<file path="src/rtl/regfile_pkg.sv">
// Shared constants and types for the multi-port integer register file.
package regfile_pkg;

  localparam int unsigned XLEN_D  = 32;
  localparam int unsigned NREGS_D = 32;

  typedef logic [$clog2(NREGS_D)-1:0] regaddr_t;
  typedef logic [XLEN_D-1:0]          xword_t;

endpackage

</file>
<file path="src/rtl/regfile_bank.sv">
// One storage copy of the register file: a single combinational read port,
// NWRITE write ports (higher port index wins) and a one-entry-per-cycle clear.
module regfile_bank #(
  parameter int unsigned XLEN   = 32,
  parameter int unsigned NREGS  = 32,
  parameter int unsigned NWRITE = 1,
  localparam int unsigned AW    = $clog2(NREGS)
) (
  input  logic                   clk,
  input  logic [NWRITE-1:0]      we,
  input  logic [NWRITE*AW-1:0]   rd,
  input  logic [NWRITE*XLEN-1:0] wdata,
  input  logic                   sweep,
  input  logic [AW-1:0]          sweep_addr,
  input  logic [AW-1:0]          raddr,
  output logic [XLEN-1:0]        rdata
);

  logic [XLEN-1:0] mem [NREGS];

  // Sweep and accepted writes never coincide: writes need the sweep finished.
  always_ff @(posedge clk) begin
    if (sweep) begin
      mem[sweep_addr] <= '0;
    end else begin
      for (int j = 0; j < int'(NWRITE); j++) begin
        if (we[j]) begin
          mem[rd[j*AW +: AW]] <= wdata[j*XLEN +: XLEN];
        end
      end
    end
  end

  assign rdata = mem[raddr];

endmodule

</file>
<file path="src/rtl/regfile_mp.sv">
// Multi-port register file: sweep counter, write-accept gating, zero/ready
// masking and optional same-cycle write-to-read forwarding.
module regfile_mp
  import regfile_pkg::*;
#(
  parameter int unsigned XLEN   = XLEN_D,
  parameter int unsigned NREGS  = NREGS_D,
  parameter int unsigned NREAD  = 2,
  parameter int unsigned NWRITE = 1,
  parameter int unsigned BYPASS = 0,
  localparam int unsigned AW    = $clog2(NREGS)
) (
  input  logic                   clk,
  input  logic                   rst,
  input  logic                   clr,
  input  logic [NREAD*AW-1:0]    rs,
  output logic [NREAD*XLEN-1:0]  rdata,
  input  logic [NWRITE-1:0]      we,
  input  logic [NWRITE*AW-1:0]   rd,
  input  logic [NWRITE*XLEN-1:0] wdata,
  output logic                   ready
);

  localparam logic [AW:0] CntDone = (AW+1)'(NREGS);

  logic [AW:0]        cnt_q, cnt_d;
  logic               sweep_en;
  logic [NWRITE-1:0]  we_acc;
  logic [XLEN-1:0]    bank_rdata [NREAD];

  assign ready    = (cnt_q == CntDone);
  assign sweep_en = !rst && !clr && !ready;

  always_comb begin
    cnt_d = cnt_q;
    if (rst || clr) begin
      cnt_d = '0;
    end else if (!ready) begin
      cnt_d = cnt_q + 1'b1;
    end
  end

  always_ff @(posedge clk) begin
    cnt_q <= cnt_d;
  end

  // Entry 0 is never written, so it needs no special case in the banks.
  always_comb begin
    we_acc = '0;
    for (int j = 0; j < int'(NWRITE); j++) begin
      we_acc[j] = we[j] && ready && !clr && (rd[j*AW +: AW] != '0);
    end
  end

  for (genvar i = 0; i < int'(NREAD); i++) begin : g_bank
    regfile_bank #(
      .XLEN   (XLEN),
      .NREGS  (NREGS),
      .NWRITE (NWRITE)
    ) u_bank (
      .clk        (clk),
      .we         (we_acc),
      .rd         (rd),
      .wdata      (wdata),
      .sweep      (sweep_en),
      .sweep_addr (cnt_q[AW-1:0]),
      .raddr      (rs[i*AW +: AW]),
      .rdata      (bank_rdata[i])
    );
  end

  // Later write ports override earlier ones, matching bank write priority.
  always_comb begin
    logic [XLEN-1:0] val;
    rdata = '0;
    val   = '0;
    for (int i = 0; i < int'(NREAD); i++) begin
      val = bank_rdata[i];
      if (BYPASS != 0) begin
        for (int j = 0; j < int'(NWRITE); j++) begin
          if (we_acc[j] && (rd[j*AW +: AW] == rs[i*AW +: AW])) begin
            val = wdata[j*XLEN +: XLEN];
          end
        end
      end
      if (!ready || (rs[i*AW +: AW] == '0)) begin
        val = '0;
      end
      rdata[i*XLEN +: XLEN] = val;
    end
  end

endmodule

</file>
<file path="config.mk">
export PLATFORM = sky130hd
export DESIGN_NAME = regfile_mp
export DESIGN_NICKNAME = d
export VERILOG_FILES = /design/src/rtl/regfile_pkg.sv /design/src/rtl/regfile_bank.sv /design/src/rtl/regfile_mp.sv
export SDC_FILE = /design/constraint.sdc
export NUM_CORES = 1
export LEC_CHECK = 0
export CORE_MARGIN = 10
export CORE_UTILIZATION = 45
export CTS_CLUSTER_SIZE = 12
export DETAILED_ROUTE_END_ITERATION = 10
export SETUP_SLACK_MARGIN = 0.1
export SYNTH_ARGS = -nofsm -noshare
export SYNTH_HDL_FRONTEND = slang
export SYNTH_HIERARCHICAL = 1
export SYNTH_SLANG_ARGS = --single-unit
</file>
<file path="constraint.sdc">
create_clock -name clk -period 6.2 [get_ports clk]
set_input_delay 1.24 -clock clk [delete_from_list [all_inputs] [get_ports clk]]
set_output_delay 1.24 -clock clk [all_outputs]
set_load 0.1 [all_outputs]
</file>
## Word level (Yosys, flattened, before mapping)

Memory sizes are Yosys's and may differ from the RTL's.
Cells that the tools add are included.
W data, S select, Z words.

| cells by class | value |
|---|---|
| eq/ne operators | 1 |
| mux-type cells | 13 |
| reduce and logical (&&, ||, !) cells | 16 |
| $add $sub $neg | 1 |

Operators with widths:

| kind | number |
|---|---|
| $mux W32 | 4 |
| $reduce_or A32 Y1 | 2 |
| $logic_not A5 Y1 | 2 |
| $mux W5 | 2 |
| $mux W1 | 7 |
| $add A6 B1 Y6 const B | 1 |
| $eq A6 B6 Y1 const B | 1 |
| $logic_and A1 B1 Y1 | 5 |
| $reduce_bool A5 Y1 | 1 |
| $logic_not A1 Y1 | 3 |
| $logic_or A1 B1 Y1 | 3 |

| word-level totals | value |
|---|---|
| bits in registers | 6 |
| word-level logic and storage cells | 34 |
| memories kept | 2 |
| RAM bits | 2048 |
| output and inout bits | 65 |
| input port bits | 51 |

Memory list:

| name | words | width | read ports | clocked after Yosys merged registers in | wr ports | RTL line | source |
|---|---|---|---|---|---|---|---|
| g_bank[0].u_bank.mem | 32 | 32 | 1 | 0 | 1 | regfile_bank.sv:19 | `logic [XLEN-1:0] mem [NREGS];` |
| g_bank[1].u_bank.mem | 32 | 32 | 1 | 0 | 1 | regfile_bank.sv:19 |  |

## Logic depth before layout (Yosys ltp)

| logic depth | value |
|---|---|
| depth after elaboration | 9 |
| gate-level depth with buffers | 14 |
| gate-level depth less buffers | 10 |

## By module

The synthesis kept the hierarchy.

Modules (own cells, without submodules):

| module | seq. area each (sq um) | cells an instance | times used | area each (sq um) |
|---|---|---|---|---|
| regfile_bank | 30749.5 | 2278 | 2 | 40184.8 |
| regfile_mp | 120.1 | 118 | 1 | 1351.3 |

## Worst setup path before layout

No wires, ideal clock.

| timing path | value |
|---|---|
| path type | input to output |
| start point | input port rs[0] |
| end point | output port rdata[0] |
| required time | 4960 ps |
| setup slack | 1521 ps |
| stages on the path | 9 |
| buffers on the path | 4 |
| arrival | 3439 ps |
| cells stage by stage | buf_4 buf_6 buf_6 buf_4 mux2i_1 a22oi_1 nand3_1 nand3_1 nor3b_2 |

RTL lines:

| item | RTL line | source |
|---|---|---|
| from (decl) | regfile_mp.sv:16 | `input logic [NREAD*AW-1:0] rs,` |
| to (decl) | regfile_mp.sv:17 | `output logic [NREAD*XLEN-1:0] rdata,` |

==> results.cfg <==
[floorplan]
io_pins = 116
initial_core_util = 0.4521
chipWidth_um = 446.1
core_area_um2 = 180700
rows = 156
die_y_um = 446.1
dieArea_um2 = 199000

[hold_path]
hp-class = reg -> reg

[synthesis]
synth_nets = 4727
synth_seq_cells = 2054
synth.cell_area_um2 = 81720
yosysUniqueCellTypes = 49
synthCells = 4674
yosysWarningCount = 6
ys_async_sr_fraction = 0
syn_area_per_cell_um2 = 17.48
ys_seq_area_frac = 0.7540
synth_edf_count = 2048
synthFlopType = edfxtp_1

[timing]
fin_crit_sh = 0.8928
fin_crit_ns = 5.535
slew_headroom = 0.1351
finalSetupViolCount = 0
hold_viol = 0
skew_ns = 0.03942
rsz0062_at_grt = false
slew_violations = 0
hold_slack_ns = 0.5552
tns_ns = 0
fmax_mhz = 180.7
tightest_slew_ns = 1.297

[finish]
final_cell_mix = edfxtp_1, mux2i_1, clkbuf_16
nNetsFinal = 4983
fin_area_um2 = 93850
final_common_cell = edfxtp_1
drive_gt1_frac = 0.1342
area_growth_pct = 14.84

[clock_tree]
htreeDepth = 4
cts.path.max_buffers = 3
cts-buffers-inserted = 207
cts_sinks = 2054
cts_hold_buf = 0
post_cts_resized = 0
post_cts_buffers = 0
clockRootBuffer = clkbuf_16
cts_tree = built
path_clk_slew_ns = 0.05
clk_latency_ns = 0.84

[job]
cap_violations = 0

[drt]
vias = 43350
detail_route.vias_per_cell = 5.820
drc = 0
drt_iter0_drc = 4403
routed_wl_mm = 216.2
firstDrtPassIters = 6
routedWlPerCell_um = 29.03
drtAntennaViolNets = 0

[global_route]
antenna_found_initial = 7
grt_overflow_total = 0
grt_pass1_vias = 43090
grt_max_degree = 76
grt_pass1_wl_mm = 311.5
gr-usage-all-layers = 0.2134

[setup_path]
critPathMaxFanout = 35
startpoint_type = input port
crit_type = in -> out
critPathRequiredTime_ns = 4.96
critPathArrivalTime_ns = 4.30
endpoint_kind = output port

[power]
finalPower_mw = 27.62
vdd_drop_max_v = 0.0002997
pwr_density_cell_nw_per_um2 = 294.3
p_sw_frac = 0.2077
clkPwrFrac = 0.416
p_comb_frac = 0.038
seqPwrFrac = 0.546
net-switching-power_mw = 5.736
p_int_mw = 21.89
p_leak_nw = 29.51

[placement]
gp_congestion = 0.8171
portBuffers = 115
dp_hpwl_mm = 120.6
place_area_um2 = 87710

[run_status]
status = complete, no violations
## layout make-up
cell class / instances / area, um2
Clock inverter: 81 / 699.4
Sequential cell: 2054 / 61620
Tap cell: 2370 / 2965
Antenna cell: 3 / 7.507
Fill cell: 14370 / 86900
Clock buffer: 274 / 5431
Multi-Input combinational cell: 2339 / 18950
Inverter: 5 / 18.77
Timing Repair Buffer: 323 / 4151
## path summary, 6_finish.rpt
kind | endpoint | depth (start not counted) | slack, ns | from
worst min register to register | cnt_q[5] | 2 | 0.56 | cnt_q[5]
worst max-delay path | rdata[21] | 9 | 0.66 | rs[2]
worst min-delay path | cnt_q[5] | 2 | 0.56 | cnt_q[5]
worst max register to register | g_bank[0].u_bank/mem[3][19] | 11 | 1.57 | cnt_q[1]
## registers in the layout, indices dropped and copies added, names as in the netlist
name and count:
g_bank.u_bank/mem 2048, cnt_q 6
## cell usage after synthesis, types with 2 or more instances
master    count  area, um2
edfxtp_1   2048      61500
xnor2_1       2      17.52
mux2i_1    1026      10270
nor2b_1       6      37.54
o21ai_0       2      10.01
nor4b_1       2      17.52
clkbuf_4      4      30.03
nor3b_2      64      800.8
clkbuf_1    110      412.9
nand2b_1      4      25.02
nand2_1     208      780.8
nand3_1     198      991.0
nor4bb_1      2      20.02
buf_1        10      37.54
and3_1        3      18.77
nor2_1       74      277.8
or3_4         4      45.04
nor3b_1       2      15.01
buf_6        48      540.5
or2_2         2      12.51
ha_1          2      25.02
mux2i_2       2      27.53
a21oi_1     194      970.9
or4_4         2      22.52
nor2b_4       2      27.53
dfxtp_1       6      120.1
a31oi_1      68      425.4
inv_1         5      18.77
buf_2        36      180.2
o32a_1        2      20.02
nor3_1       65      325.3
mux2i_4       2      45.04
buf_4        68      510.5
a22o_1      128       1121
and2_1       67      419.2
mux2_4        2      30.03
a22oi_1     192       1441
## power groups by stage
stage               sequential [mW]  combinational, mW  clock [mW]
global route                   15.1               1.10        12.3
global placement               15.4               1.05           0
floorplan                      15.4              0.674           0
CTS                            15.1               1.05        11.7
detailed placement             15.4               1.05           0
finish                         15.1               1.05        11.5
## worst max-delay path, cell delays in order
cell and delay [ns]:
clkdlybuf4s50_1 0.67, nor2b_4 0.65, buf_12 0.30, a22o_1 0.16, nor3_1 0.05, a31oi_1 0.41
nand3_1 0.32, nor3b_2 0.27, buf_12 0.19
## stage by stage
| step | worst slack [ns] | utilization | std cells |
|---|---|---|---|
| final | 0.6648 | 0.5192 | 7449 |
| after global routing | 0.5837 | 0.5192 | 7448 |
| after CTS | 0.6638 | 0.5192 | 7446 |
| after detailed placement | 0.6762 | 0.4853 | 7091 |
| after global placement | 0.6138 | 0.4853 | 7091 |
| after floorplan | 1.521 | - | 4674 |
## cell families (layout without fill, tap and decap cells)
| kind of cell | count (synthesis) | in the layout | synth area share |
|---|---|---|---|
| adders and majority gates | 2 | 2 | 0.0003062 |
| DFF | 2054 | 2054 | 0.7540 |
| AOI/OAI and AO/OA | 589 | 589 | 0.04906 |
| muxes | 1032 | 1032 | 0.1269 |
| buffers and inverters | 281 | 683 | 0.02117 |
| and+or+nand+nor | 713 | 713 | 0.04820 |
| xor gates and xnor gates | 3 | 3 | 0.0003216 |
| other | 0 | 3 | 0 |
## routing by layer
layer	GRT usage	vias up	share of wire
li1	-	19010	-
met1	0.2793	22570	0.41
met2	0.3650	1432	0.50
met3	0.03426	338	0.057
met4	0.06670	0	0.030
met5	0	-	0
No activity file was read; power rests on OpenSTA's default activity.
